--- config.mk ---
export PLATFORM = sky130hd
export DESIGN_NAME = seg7_scan_mux
export DESIGN_NICKNAME = d
export VERILOG_FILES = /design/src/rtl/seg7_pkg.sv /design/src/rtl/seg7_slot_timer.sv /design/src/rtl/seg7_scan_mux.sv
export SDC_FILE = /design/constraint.sdc
export NUM_CORES = 1
export LEC_CHECK = 0
export ABC_AREA = 1
export CORE_ASPECT_RATIO = 1.75
export CORE_UTILIZATION = 45
export CTS_CLUSTER_DIAMETER = 30
export DETAILED_ROUTE_END_ITERATION = 10
export PLACE_DENSITY = 0.65
export SYNTH_ARGS = -nofsm -noshare
export SYNTH_HDL_FRONTEND = slang
export SYNTH_HIERARCHICAL = 1
export SYNTH_SLANG_ARGS = --single-unit
--- constraint.sdc ---
create_clock -name clk -period 2.75 [get_ports clk]
set_input_delay 0.825 -clock clk [delete_from_list [all_inputs] [get_ports clk]]
set_output_delay 0.825 -clock clk [all_outputs]
set_load 0.005 [all_outputs]
--- src/rtl/seg7_pkg.sv ---
// ---------------------------------------------------------------------------
// seg7_pkg
//   Definitions shared by the 7-segment scan controller and the LED7Seg
//   decoder: digit count, nibble type, scan-phase enum, the all-digits-off
//   select pattern and the leading-zero suppression rule.
// ---------------------------------------------------------------------------
package seg7_pkg;

    localparam int NUM_DIGITS = 4;

    typedef logic [3:0] nibble_t;

    typedef enum logic {
        SCAN_BLANK = 1'b0,
        SCAN_SHOW  = 1'b1
    } scan_state_e;

    // Active-low digit select with every cathode released.
    localparam logic [NUM_DIGITS-1:0] ALL_OFF = 4'hF;

    // True when `digit` must stay dark: blanking enabled, not the rightmost
    // digit, and this digit plus every digit to its left holds zero.
    function automatic logic lz_suppress(input logic [15:0] value,
                                         input logic [1:0]  digit,
                                         input logic        lz_en);
        logic upper_zero;
        upper_zero = 1'b1;
        for (int k = 1; k < NUM_DIGITS; k++) begin
            if (k >= int'(digit) && value[4*k +: 4] != 4'h0) begin
                upper_zero = 1'b0;
            end
        end
        return lz_en && (digit != 2'd0) && upper_zero;
    endfunction

endpackage

--- src/rtl/seg7_slot_timer.sv ---
// ---------------------------------------------------------------------------
// seg7_slot_timer
//   Slot counter, digit index and BLANK/SHOW phase of the display scan.
//   All outputs are look-ahead: they describe the cycle that begins at the
//   next clock edge, so the parent can register its outputs in step with
//   the counter.
//
//   Ports
//     clk, rst_n  clock, asynchronous active-low reset
//     idx         digit index of the next cycle
//     in_show     next cycle is in the SHOW phase
//     slot_start  next cycle is the first BLANK cycle of a new slot
//     frame_end   the slot wrapping now is digit 3's (next cycle is digit 0)
// ---------------------------------------------------------------------------
module seg7_slot_timer
    import seg7_pkg::*;
#(
    parameter int PRESCALE = 50000,
    parameter int BLANK    = 16
) (
    input  logic       clk,
    input  logic       rst_n,
    output logic [1:0] idx,
    output logic       in_show,
    output logic       slot_start,
    output logic       frame_end
);

    localparam int                CNT_W    = $clog2(PRESCALE);
    localparam logic [CNT_W-1:0]  CNT_LAST = CNT_W'(PRESCALE - 1);
    localparam logic [CNT_W-1:0]  CNT_SHOW = CNT_W'(BLANK);

    logic [CNT_W-1:0] cnt_q, cnt_d;
    logic [1:0]       idx_q, idx_d;
    scan_state_e      state_q, state_d;
    logic             wrap;

    // NOTE: every signal written in always_comb gets a default before any
    // branch, so no path can leave it unassigned and infer a latch.
    always_comb begin
        wrap    = (cnt_q == CNT_LAST);
        cnt_d   = wrap ? '0 : cnt_q + 1'b1;
        idx_d   = wrap ? idx_q + 2'd1 : idx_q;
        state_d = state_q;
        case (state_q)
            SCAN_BLANK: if (cnt_d == CNT_SHOW) state_d = SCAN_SHOW;
            SCAN_SHOW:  if (wrap)              state_d = SCAN_BLANK;
            default:                           state_d = SCAN_BLANK;
        endcase
    end

    // NOTE: sequential state uses non-blocking assignments so every
    // register samples the pre-edge values of its neighbours.
    always_ff @(posedge clk or negedge rst_n) begin
        if (!rst_n) begin
            cnt_q   <= '0;
            idx_q   <= 2'd0;
            state_q <= SCAN_BLANK;
        end else begin
            cnt_q   <= cnt_d;
            idx_q   <= idx_d;
            state_q <= state_d;
        end
    end

    assign idx        = idx_d;
    assign in_show    = (state_d == SCAN_SHOW);
    assign slot_start = wrap;
    assign frame_end  = wrap && (idx_q == 2'd3);

endmodule

--- src/rtl/seg7_scan_mux.sv ---
// ---------------------------------------------------------------------------
// seg7_scan_mux
//   Time-multiplexed scan controller for a 4-digit common-cathode display.
//   Presents one BCD nibble at a time to the LED7Seg decoder and drives the
//   matching active-low cathode, with a blank gap at the start of each slot.
//   Loaded values wait in a pending register and reach the display only at
//   a frame boundary, so a frame never mixes old and new digits.
//
//   Ports
//     clk, rst_n   clock, asynchronous active-low reset
//     value_in     packed BCD, [3:0] = digit 0 (rightmost)
//     load         one-cycle strobe capturing value_in into the pending reg
//     lz_en        leading-zero blanking enable
//     a, b, c, d   current nibble, a = MSB
//     dig_n        active-low digit select (at most one bit low)
//     frame_tick   one-cycle pulse on the first cycle of a new frame
// ---------------------------------------------------------------------------
module seg7_scan_mux
    import seg7_pkg::*;
#(
    parameter int PRESCALE = 50000,
    parameter int BLANK    = 16
) (
    input  logic        clk,
    input  logic        rst_n,
    input  logic [15:0] value_in,
    input  logic        load,
    input  logic        lz_en,
    output logic        a,
    output logic        b,
    output logic        c,
    output logic        d,
    output logic [3:0]  dig_n,
    output logic        frame_tick
);

    logic [1:0] idx_nxt;
    logic       show_nxt;
    logic       slot_start;
    logic       frame_end;

    seg7_slot_timer #(
        .PRESCALE (PRESCALE),
        .BLANK    (BLANK)
    ) u_timer (
        .clk        (clk),
        .rst_n      (rst_n),
        .idx        (idx_nxt),
        .in_show    (show_nxt),
        .slot_start (slot_start),
        .frame_end  (frame_end)
    );

    logic [15:0] disp_q, disp_d;
    logic [15:0] pend_q;
    logic        pend_v_q;
    nibble_t     nib_q;
    logic [3:0]  dig_n_q;
    logic        frame_tick_q;
    logic        suppress_q, suppress_d;

    // The pending value is forwarded at the wrap edge itself so digit 0's
    // nibble register picks up the new frame's value on its first cycle.
    // Suppression is decided once per slot, from the value about to be shown
    // and lz_en as seen at the slot boundary.
    always_comb begin
        disp_d     = (frame_end && pend_v_q) ? pend_q : disp_q;
        suppress_d = suppress_q;
        if (slot_start) begin
            suppress_d = lz_suppress(disp_d, idx_nxt, lz_en);
        end
    end

    // NOTE: every register, including the display and pending values, is
    // cleared by reset so the first frame after release shows a known 0.
    always_ff @(posedge clk or negedge rst_n) begin
        if (!rst_n) begin
            disp_q       <= '0;
            pend_q       <= '0;
            pend_v_q     <= 1'b0;
            nib_q        <= '0;
            dig_n_q      <= ALL_OFF;
            frame_tick_q <= 1'b0;
            suppress_q   <= 1'b0;
        end else begin
            disp_q     <= disp_d;
            suppress_q <= suppress_d;

            // A load coinciding with the wrap edge refills pend after the
            // old contents were transferred, so it waits a full frame.
            if (load) begin
                pend_q   <= value_in;
                pend_v_q <= 1'b1;
            end else if (frame_end) begin
                pend_v_q <= 1'b0;
            end

            if (slot_start) begin
                nib_q <= disp_d[int'(idx_nxt) * 4 +: 4];
            end

            dig_n_q      <= (show_nxt && !suppress_d) ? ~(4'b0001 << idx_nxt)
                                                      : ALL_OFF;
            frame_tick_q <= frame_end;
        end
    end

    assign {a, b, c, d} = nib_q;
    assign dig_n        = dig_n_q;
    assign frame_tick   = frame_tick_q;

endmodule
==> out/qor.yml <==
floorplanning:
  initial_core_util: 0.470
  core_mm2: 0.00623
  row_count: 38
  die_x_um: 63.0
  io_pins: 29
  design.die.area_mm2: 0.00684
  fp.dieH_um: 109
cells_and_area:
  nNetsFinal: 425
  num_antenna_cells: 0
  finish.utilization: 0.558
  layout-drive-gt1-share: 0.0983
  final.fill_count: 622
  area_growth_pct: 18.7
worst_setup_path:
  crit_slowest_cell: "dfrtp_1"
  critPathArrivalTime_ns: 2.62
  cpPeakStageDelay_ns: 0.41
  cp_num_buf_inv: 2
  crit_path_end_kind: "flip-flop"
  crit_chain: "ha_1 > nand3_2 > nor2_1 > nand2_1 > inv_1 > nand2_1 > nand2_1 > inv_1 > nor2_1 > nand2_1 > a41oi_1"
  path_depth: 11
  critPathMaxFanout: 9
  crit_start: "u_timer/cnt_q[0]$_DFF_PN0_"
  crit_end: "nib_q[0]$_DFFE_PN0P_"
  r2r_end: "nib_q[0]$_DFFE_PN0P_"
  critical_path_class: "flip-flop to flip-flop"
  cpLargestDelayFamily: "simple AND/OR/NAND/NOR gates"
  cp-start-kind: "flip-flop"
  reg2regPathDepth: 11
  reg2reg_from: "u_timer/cnt_q[0]$_DFF_PN0_"
  required_ns: 3.00
  ff2ff_setup_slack_ns: 0.38
  timing.critical_path.mode_cell: "nand2_1"
cts:
  cts.sinks: 62
  cts_resized: 0
  postCtsSetupRepairBufs: 0
  clock_path_buffers: 2
  clk_latency_ns: 0.34
  cts_hold_buf: 0
  h-tree-depth: 3
  cts_root_buf: "clkbuf_8"
  clk_pin_slew_ns: 0.07
  cts_tree: "done"
  cts_made_buffers: 9
global_routing:
  antenna_found_initial: 0
  met1_usage: 0.224
  grtUsageMet3: 0.0471
  gr-total-overflow: 0
  first_global_vias: 2352
  grt_pass1_wl_um: 11100
  top_usage_layer: "met2"
  grt_max_degree: 63
  met2_usage: 0.376
  track_usage: 0.217
detailed_routing:
  antenna_left: 0
  wl_per_cell_um: 13.0
  vias: 2365
  drtIter0Drc: 111
  drt_wl_total_um: 6350
  drt-pass1-iter-count: 4
  drc_errors: 0
  vias_per_cell: 4.86
sta:
  hold_slack_ns: 0.474
  finClkSkew_ns: 0.0125
  fin_ws_ns: 0.380
  hold_viol: 0
  fmax_mhz: 422
  timing.final.crit_share: 0.862
  rsz0062_at_grt: "no"
  worst_slew_pin_slew_ns: 0.756
  min_period_ns: 2.37
  fin_setup_tns_ns: 0
  finalSetupViolCount: 0
  slew_viol_final: 0
  slew-limit-headroom: 0.496
synth:
  syn_nets: 389
  synth-seq-area-share: 0.532
  syn_area_mm2: 0.00293
  synth_seq_cells: 62
  syn_avg_cell_area_um2: 8.00
  synth_cells: 366
  yosysWarnings: 6
  synthDistinctLibCells: 26
power:
  cellPowerDensity_mw_per_mm2: 513
  ir_drop_mv: 0.328
  power_mw: 1.78
  p_leak_nw: 1.77
flow_run:
  drv_cap: 0
hold_path:
  min_path_type: "flip-flop to flip-flop"
  hold_depth: 2
place:
  portBuffers: 28
  dp_slack_ns: 0.400
  dp_hpwl_um: 4820
  gp_congestion: 0.988
run_status:
  status: "finished, final reports clean"
-- cell usage after synthesis --
library cell	count	area [um^2]
a41oi_1	4	35.0
nand3_1	27	135
nor2_2	4	25.0
o21ai_0	9	45.0
buf_6	1	11.3
nor2_1	39	146
xnor2_1	1	8.76
nand2_2	7	43.8
nor2_4	2	22.5
ha_1	3	37.5
o21ai_2	1	8.76
buf_4	3	22.5
o21ai_1	5	25.0
dfstp_2	4	105
inv_1	47	176
nand2_1	126	473
clkinv_1	3	11.3
o21bai_1	2	15.0
xor2_1	2	17.5
clkbuf_1	2	7.51
or2_2	1	6.26
nand4_1	7	43.8
dfrtp_1	58	1450
a21oi_1	5	25.0
nand3b_1	1	7.51
nand3_2	2	20.0
-- stage by stage --
step           instances  instance area, um^2
2_1_floorplan        366                 2930
3_3_place_gp         471                 3280
3_5_place_dp         471                 3280
4_1_cts              487                 3470
5_1_grt              487                 3470
6_report             487                 3470
-- tightest hold or removal path, cell delays in order, from the launching register on --
cell,delay [ns]
dfrtp_1,0.34
nand2_1,0.05
nand2_1,0.05
-- layer usage --
layer,share of wire,vias up
li1,-,1210
met1,0.38,1061
met2,0.53,71
met3,0.033,23
met4,0.066,0
met5,0,-
-- layout make-up --
| type | count | area (um^2) | area share |
|---|---|---|---|
| sequential | 62 | 1560 | 0.448 |
| multi-input combinational | 248 | 1140 | 0.329 |
| timing repair buffer | 31 | 298 | 0.0857 |
| inverter | 50 | 188 | 0.0540 |
| clock buffer | 10 | 128 | 0.0367 |
| tap | 80 | 100 | 0.0288 |
| clock inverter | 6 | 62.6 | 0.0180 |
-- registers in the layout (all words and copies together) (netlist names) --
name             flops
frame_tick           1
pend_v_q             1
disp_q              16
nib_q                4
u_timer/cnt_q       16
pend_q              16
u_timer/idx_q        2
u_timer/state_q      1
suppress_q           1
dig_n                4
-- placed cells by master, fill, tap and decap left out --
master and count:
a21oi_1 5, a41oi_1 4, buf_2 1, buf_4 3
bufinv_16 1, clkbuf_1 1, clkbuf_8 9, clkdlybuf4s50_1 27
clkinv_1 3, clkinv_2 2, clkinvlp_4 3, dfrtp_1 58
dfstp_2 4, ha_1 3, inv_1 47, nand2_1 126
nand2_2 7, nand3_1 27, nand3_2 2, nand3b_1 1
nand4_1 7, nor2_1 39, nor2_2 4, nor2_4 2
o21ai_0 9, o21ai_1 5, o21ai_2 1, o21bai_1 2
or2_2 1, xnor2_1 1, xor2_1 2
-- cell families after synthesis --
family,synth area share
compound gates,0.0526
xor+xnor,0.00898
fa+ha+maj,0.0128
buf+inv,0.0782
flops,0.532
simple gates,0.316
-- power by group --
group          internal [mW]  switching [mW]  leakage (nW)
registers              0.933         0.00849         0.794
clock network          0.415           0.351        0.0883
logic                 0.0340          0.0402         0.884
-- worst min path at each step --
stage	start	endpoint	slack, ns
finish	pend_q[7]$_DFFE_PN0P_	pend_q[7]$_DFFE_PN0P_	0.47
global route	pend_q[7]$_DFFE_PN0P_	pend_q[7]$_DFFE_PN0P_	0.49
CTS	pend_q[11]$_DFFE_PN0P_	pend_q[11]$_DFFE_PN0P_	0.48
detailed placement	pend_q[11]$_DFFE_PN0P_	pend_q[11]$_DFFE_PN0P_	0.46
global placement	pend_q[5]$_DFFE_PN0P_	pend_q[5]$_DFFE_PN0P_	0.46
floorplan	pend_q[10]$_DFFE_PN0P_	pend_q[10]$_DFFE_PN0P_	0.44
No activity file was read; power rests on OpenSTA's default activity.
